File: src/rtl/mdu_pkg.sv
// Shared definitions for the multiply/divide unit: operation and FSM state
// encodings, default operand width and a sign helper.
package mdu_pkg;

    localparam int MDU_WIDTH = 32;

    localparam logic [1:0] OP_MULTU = 2'b00;
    localparam logic [1:0] OP_MULT  = 2'b01;
    localparam logic [1:0] OP_DIVU  = 2'b10;
    localparam logic [1:0] OP_DIV   = 2'b11;

    localparam logic [1:0] ST_IDLE  = 2'b00;
    localparam logic [1:0] ST_CALC  = 2'b01;
    localparam logic [1:0] ST_DONE  = 2'b10;

    // Magnitude of a two's-complement value when sgn is set, raw value otherwise.
    function automatic logic [MDU_WIDTH-1:0] mag_of(input logic [MDU_WIDTH-1:0] v,
                                                    input logic                 sgn);
        if (sgn && v[MDU_WIDTH-1]) begin
            mag_of = {MDU_WIDTH{1'b0}} - v;
        end else begin
            mag_of = v;
        end
    endfunction

    // Negate v when neg is set; zero is returned unchanged.
    function automatic logic [MDU_WIDTH-1:0] neg_fix(input logic [MDU_WIDTH-1:0] v,
                                                     input logic                 neg);
        if (neg && (v != {MDU_WIDTH{1'b0}})) begin
            neg_fix = {MDU_WIDTH{1'b0}} - v;
        end else begin
            neg_fix = v;
        end
    endfunction

endpackage

File: src/rtl/mult_div_unit.sv
// Iterative multiply/divide unit: radix-2 shift-add multiply and restoring
// divide, one setup cycle plus WIDTH iterations, results latched into HI/LO.
module mult_div_unit
    import mdu_pkg::*;
#(
    parameter int WIDTH = MDU_WIDTH
) (
    input  logic             clk,
    input  logic             rst,
    input  logic             start,
    input  logic [1:0]       op,
    input  logic [WIDTH-1:0] a,
    input  logic [WIDTH-1:0] b,
    output logic             busy,
    output logic             done,
    output logic [WIDTH-1:0] hi,
    output logic [WIDTH-1:0] lo,
    output logic             div_by_zero
);

    localparam int            CW       = $clog2(WIDTH + 1);
    localparam logic [CW-1:0] LAST_CNT = CW'(WIDTH);

    logic [1:0]         state_q, state_d;
    logic [CW-1:0]      cnt_q, cnt_d;
    logic [1:0]         op_q, op_d;
    logic [WIDTH-1:0]   acc_q, acc_d;
    logic [WIDTH-1:0]   sh_q, sh_d;
    logic [WIDTH-1:0]   opb_q, opb_d;
    logic               neg_q, neg_d;
    logic               rneg_q, rneg_d;
    logic               dz_q, dz_d;
    logic [WIDTH-1:0]   hi_q, hi_d;
    logic [WIDTH-1:0]   lo_q, lo_d;
    logic               busy_q, busy_d;
    logic               done_q, done_d;
    logic               dbz_q, dbz_d;

    logic               is_div_s;
    logic               is_signed_s;
    logic [WIDTH:0]     mul_sum_s;
    logic [WIDTH-1:0]   mul_hi_s, mul_lo_s;
    logic [WIDTH:0]     div_shift_s, div_diff_s;
    logic               div_ge_s;
    logic [WIDTH-1:0]   div_rem_s, div_quo_s;
    logic [2*WIDTH-1:0] prod_s, prod_fix_s;
    logic [WIDTH-1:0]   quo_fix_s, rem_fix_s;

    assign is_div_s    = (op_q == OP_DIVU) || (op_q == OP_DIV);
    assign is_signed_s = (op_q == OP_MULT) || (op_q == OP_DIV);

    // Multiply step: acc holds the upper product half, sh shifts the multiplier out.
    assign mul_sum_s = {1'b0, acc_q} + (sh_q[0] ? {1'b0, opb_q} : {(WIDTH+1){1'b0}});
    assign mul_hi_s  = mul_sum_s[WIDTH:1];
    assign mul_lo_s  = {mul_sum_s[0], sh_q[WIDTH-1:1]};

    // Divide step: acc is the partial remainder, sh shifts dividend out and quotient in.
    assign div_shift_s = {acc_q, sh_q[WIDTH-1]};
    assign div_diff_s  = div_shift_s - {1'b0, opb_q};
    assign div_ge_s    = ~div_diff_s[WIDTH];
    assign div_rem_s   = div_ge_s ? div_diff_s[WIDTH-1:0] : div_shift_s[WIDTH-1:0];
    assign div_quo_s   = {sh_q[WIDTH-2:0], div_ge_s};

    assign prod_s     = {mul_hi_s, mul_lo_s};
    assign prod_fix_s = (neg_q && (prod_s != {(2*WIDTH){1'b0}}))
                        ? ({(2*WIDTH){1'b0}} - prod_s) : prod_s;
    // A zero divisor leaves |a| as remainder, so the remainder sign fix restores a.
    assign quo_fix_s  = dz_q ? {WIDTH{1'b1}} : neg_fix(div_quo_s, neg_q);
    assign rem_fix_s  = neg_fix(div_rem_s, rneg_q);

    // Next-state logic for the FSM, the iteration datapath and the result registers.
    always_comb begin
        state_d = state_q;
        cnt_d   = cnt_q;
        op_d    = op_q;
        acc_d   = acc_q;
        sh_d    = sh_q;
        opb_d   = opb_q;
        neg_d   = neg_q;
        rneg_d  = rneg_q;
        dz_d    = dz_q;
        hi_d    = hi_q;
        lo_d    = lo_q;
        dbz_d   = 1'b0;
        case (state_q)
            ST_IDLE, ST_DONE: begin
                if (start) begin
                    state_d = ST_CALC;
                    cnt_d   = {CW{1'b0}};
                    op_d    = op;
                    acc_d   = {WIDTH{1'b0}};
                    sh_d    = a;
                    opb_d   = b;
                end else begin
                    state_d = ST_IDLE;
                end
            end
            ST_CALC: begin
                cnt_d = cnt_q + CW'(1);
                if (cnt_q == {CW{1'b0}}) begin
                    sh_d   = mag_of(sh_q, is_signed_s);
                    opb_d  = mag_of(opb_q, is_signed_s);
                    neg_d  = is_signed_s & (sh_q[WIDTH-1] ^ opb_q[WIDTH-1]);
                    rneg_d = is_signed_s & sh_q[WIDTH-1];
                    dz_d   = is_div_s & (opb_q == {WIDTH{1'b0}});
                    acc_d  = {WIDTH{1'b0}};
                end else begin
                    if (is_div_s) begin
                        acc_d = div_rem_s;
                        sh_d  = div_quo_s;
                    end else begin
                        acc_d = mul_hi_s;
                        sh_d  = mul_lo_s;
                    end
                    if (cnt_q == LAST_CNT) begin
                        state_d = ST_DONE;
                        dbz_d   = dz_q;
                        if (is_div_s) begin
                            hi_d = rem_fix_s;
                            lo_d = quo_fix_s;
                        end else begin
                            hi_d = prod_fix_s[2*WIDTH-1:WIDTH];
                            lo_d = prod_fix_s[WIDTH-1:0];
                        end
                    end else begin
                        state_d = ST_CALC;
                    end
                end
            end
            default: begin
                state_d = ST_IDLE;
            end
        endcase
        busy_d = (state_d == ST_CALC);
        done_d = (state_d == ST_DONE);
    end

    // State and output registers; reset clears everything immediately.
    always_ff @(posedge clk or negedge rst) begin
        if (!rst) begin
            state_q <= ST_IDLE;
            cnt_q   <= {CW{1'b0}};
            op_q    <= 2'b00;
            acc_q   <= {WIDTH{1'b0}};
            sh_q    <= {WIDTH{1'b0}};
            opb_q   <= {WIDTH{1'b0}};
            neg_q   <= 1'b0;
            rneg_q  <= 1'b0;
            dz_q    <= 1'b0;
            hi_q    <= {WIDTH{1'b0}};
            lo_q    <= {WIDTH{1'b0}};
            busy_q  <= 1'b0;
            done_q  <= 1'b0;
            dbz_q   <= 1'b0;
        end else begin
            state_q <= state_d;
            cnt_q   <= cnt_d;
            op_q    <= op_d;
            acc_q   <= acc_d;
            sh_q    <= sh_d;
            opb_q   <= opb_d;
            neg_q   <= neg_d;
            rneg_q  <= rneg_d;
            dz_q    <= dz_d;
            hi_q    <= hi_d;
            lo_q    <= lo_d;
            busy_q  <= busy_d;
            done_q  <= done_d;
            dbz_q   <= dbz_d;
        end
    end

    assign busy        = busy_q;
    assign done        = done_q;
    assign hi          = hi_q;
    assign lo          = lo_q;
    assign div_by_zero = dbz_q;

endmodule

File: config.mk
export PLATFORM = sky130hd
export DESIGN_NAME = mult_div_unit
export DESIGN_NICKNAME = d
export VERILOG_FILES = /design/src/rtl/mdu_pkg.sv /design/src/rtl/mult_div_unit.sv
export SDC_FILE = /design/constraint.sdc
export NUM_CORES = 1
export LEC_CHECK = 0
export BUFFER_PORTS_ARGS = -buffer_cell sky130_fd_sc_hd__buf_2
export CAP_MARGIN = 40
export CORE_ASPECT_RATIO = 1.75
export CORE_MARGIN = 5
export CORE_UTILIZATION = 34
export CTS_BUF_LIST = sky130_fd_sc_hd__clkbuf_4
export DETAILED_ROUTE_END_ITERATION = 10
export GPL_TIMING_DRIVEN = 0
export PLACE_DENSITY_LB_ADDON = 0.05
export SLEW_MARGIN = 40
export SYNTH_ARGS = -nofsm -noshare
export SYNTH_HDL_FRONTEND = slang
export SYNTH_SLANG_ARGS = --single-unit
File: constraint.sdc
create_clock -name clk -period 6.7 [get_ports clk]
set_clock_uncertainty 0.15 [all_clocks]
set_input_delay 0.67 -clock clk [delete_from_list [all_inputs] [get_ports clk]]
set_output_delay 0.67 -clock clk [all_outputs]
set_load 0.01 [all_outputs]
==> impl_results.md <==
* Post-DP HPWL at 79.02 mm
* Final Worst Setup Slack at 0.2880 ns
* Max_cap viols at 0
* Crit Path Max Fanout at 19
* Endpoints failing hold at 0
* Final Slew Violations at 0
* Synthesized flop and latch total at 176
* Slowest CP cell: dfrtp_1
* Clock Sinks at 176
* Largest net degree at the start of global routing at 64
* H-Tree Depth at 4
* GPL Wtd Cong at 1.028
* Slew headroom at 0.3840
* Cell family with most CP delay: compound AO/OA/AOI/OAI gates
* Initial Util at 0.3443
* Via/cell ratio at 6.234
* Distinct cells, synth at 83
* Worst-Margin Slew at 0.9240 ns
* Initial DRC Count at 1699
* Die width at 177.9 um
* Worst hold-check path type: input port to flop
* Ys async rst share at 1.000
* Placed Cells incl. Taps at 3069
* Crit path time final at 6.412 ns
* Number of global-route vias before repair at 19.22k
* Non-filler cells, final at 3112
* Antenna-violating nets left at 0
* Inserted Clock Buffers at 17
* Drt wl/cell at 31.39 um
* Fmax at 156.0 MHz
* Core outline area at 48730 sq um
* Initial antenna violation count at 4
* DIE HEIGHT at 303.9 um
* Clock-pin slew on the worst setup and hold paths at 0.21 ns
* Most used DFF post-synth: dfrtp_1
* Worst Path Buf+Inv at 6
* Drt drc at 0
* Io pins at 136
* Critical path type: flop to flop
* TritonCTS clock tree: yes
* Worst Path Arrival at 6.94 ns
* Cell Chain, Critical Path: inv_1, clkbuf_4, buf_2, nor2_1, ha_1, clkbuf_1, a21oi_1, o21ai_0, a221o_1, a21oi_1, and2_1, xnor2_1, a211o_1, or4_1, buf_2, nand2_1, buf_6, a21o_1, mux2i_1, a22o_1
* Share of layout cells above drive strength 1 at 0.1076
* Most common library cell in the layout ignoring fill and taps: nand2_1
* Port Buffers at 135
* Total GRT Usage at 0.3521
* Clock Tree Buf Depth at 2
* Post-synthesis instance total at 2276
* Setup crit end kind: flop
* RSZ-0062 raised after global routing: no
* Syn nets at 2417
* Via count at 19.40k
* Register area share after synthesis at 0.2625
* First-pass GRT wire length at 137.6 mm
* Clock Tree Root: clkbuf_4
* Mapped Area at 16780 sq um
* Final core utilization at 0.3893
* GR Overflow Total at 0
* Clock Latency Late Sink at 0.75 ns
* Synth Area per Inst at 7.373 sq um
* Yosys warns at 0
* Layout fillers at 5381
* Most frequent cells in the layout: nand2_1, a21oi_1, nor2_1
* Crit path required time at 7.22 ns
* Final wirelength at 97.69 mm
* Worst setup SP type: flop
* Fin crit share at 0.9570
* Post-Place Worst Slack at -1.374 ns
* FP Rows at 107
* Outcome: finished, final reports clean
* Drt pass-1 iters at 9
* Area of the die at 54070 sq um
* Number of flops mapped to enable cells by yosys at 0
* Setup-failing EPs final at 0
* CP max stage delay at 0.56 ns
* Post-layout nets at 2584
* Area delta synth->final at 13.06%
==> worst paths after layout <==
kind	start	end	slack, ns	cells past startpoint
worst max-delay path	sh_q[0]$_DFFE_PN0P_	lo[9]$_DFFE_PN0P_	0.29	20
worst min register to register	hi[3]$_DFFE_PN0P_	hi[3]$_DFFE_PN0P_	0.34	2
min in group asynchronous	rst	hi[31]$_DFFE_PN0P_	0.28	2
worst max register to register	sh_q[0]$_DFFE_PN0P_	lo[9]$_DFFE_PN0P_	0.29	20
worst min-delay path	a[18]	sh_q[18]$_DFFE_PN0P_	0.05	3
max in group asynchronous	rst	opb_q[11]$_DFFE_PN0P_	5.33	3
==> per-layer routing <==
layer	vias up	GRT usage	wire (um)
li1	8673	-	-
met1	9493	0.3498	32270
met2	880	0.6171	49120
met3	355	0.04810	4849
met4	0	0.3279	11460
met5	-	0	0
==> flip-flops by register name (all words and copies together) (netlist names) <==
register	cells
acc_q	32
lo	32
op_q	2
sh_q	32
div_by_zero	1
busy	1
rneg_q	1
hi	32
dz_q	1
state_q	2
done	1
neg_q	1
opb_q	32
cnt_q	6
==> metrics by stage <==
stage               area (sq um)  setup TNS [ns]  hold slack, ns
floorplan                  16780               0          0.2244
global placement           18270          -50.43          0.3004
detailed placement         18450          -30.70          0.3132
CTS                        18870               0        0.005594
global route               18970               0         0.02622
finish                     18970               0         0.05490
==> cell usage after synthesis, types with 14 or more instances <==
cell	number	share of area
a211oi_1	33	0.015
a21o_1	21	0.0094
a21oi_1	232	0.069
a22o_1	24	0.013
a22oi_1	26	0.012
a31oi_1	36	0.013
and2_1	19	0.0071
and3_1	19	0.0071
buf_1	14	0.0031
clkbuf_1	140	0.031
dfrtp_1	176	0.26
ha_1	70	0.052
inv_1	67	0.015
mux2i_1	54	0.032
nand2_1	252	0.056
nand2b_1	16	0.0060
nand3_1	51	0.015
nand4_1	29	0.011
nor2_1	219	0.049
nor2b_1	21	0.0078
nor3_1	66	0.020
nor4_1	28	0.010
o211ai_1	30	0.013
o21ai_0	208	0.062
o22ai_1	33	0.012
or3_1	37	0.014
or4_1	16	0.0072
xnor2_1	90	0.047
xor2_1	46	0.024
==> area by class of cell <==
cell class / instances / area, sq um / area share
clock buffer: 17 / 127.6 / 0.006727
timing repair buffer: 152 / 868.3 / 0.04577
antenna: 4 / 10.01 / 0.0005276
inverter: 70 / 262.8 / 0.01385
tap: 654 / 818.3 / 0.04313
sequential: 176 / 4404 / 0.2321
clock inverter: 13 / 153.9 / 0.008112
multi-input combinational: 1868 / 11680 / 0.6157
buffer: 158 / 645.6 / 0.03403
==> tightest hold or removal path, stage by stage <==
cell     delay, ns
buf_2         0.10
nand2_1       0.05
a31oi_1       0.07
==> cells by family (layout without fill, tap and decap cells) <==
family,after synthesis,after routing,synth area share
other,0,4,0
adder cells (fa/ha/maj),72,72,0.05458
AND/OR/NAND/NOR,817,817,0.2326
AO/OA/AOI/OAI,781,781,0.2889
buffers and inverters,232,410,0.05279
XOR/XNOR,136,136,0.07099
flip-flops,176,176,0.2625
multiplexers,62,62,0.03758
==> repair_timing <==
action                                 CTS  global route
pin swaps                                1             3
buffers inserted                         0             6
hold buffers                             7             0
setup endpoints to repair               45            38
endpoints found under the hold margin   57             0
resized for setup                       19             8
Power is left out: the tool's default activity adds up to more than one toggle a clock period on the data nets, which glitch-free logic cannot reach.
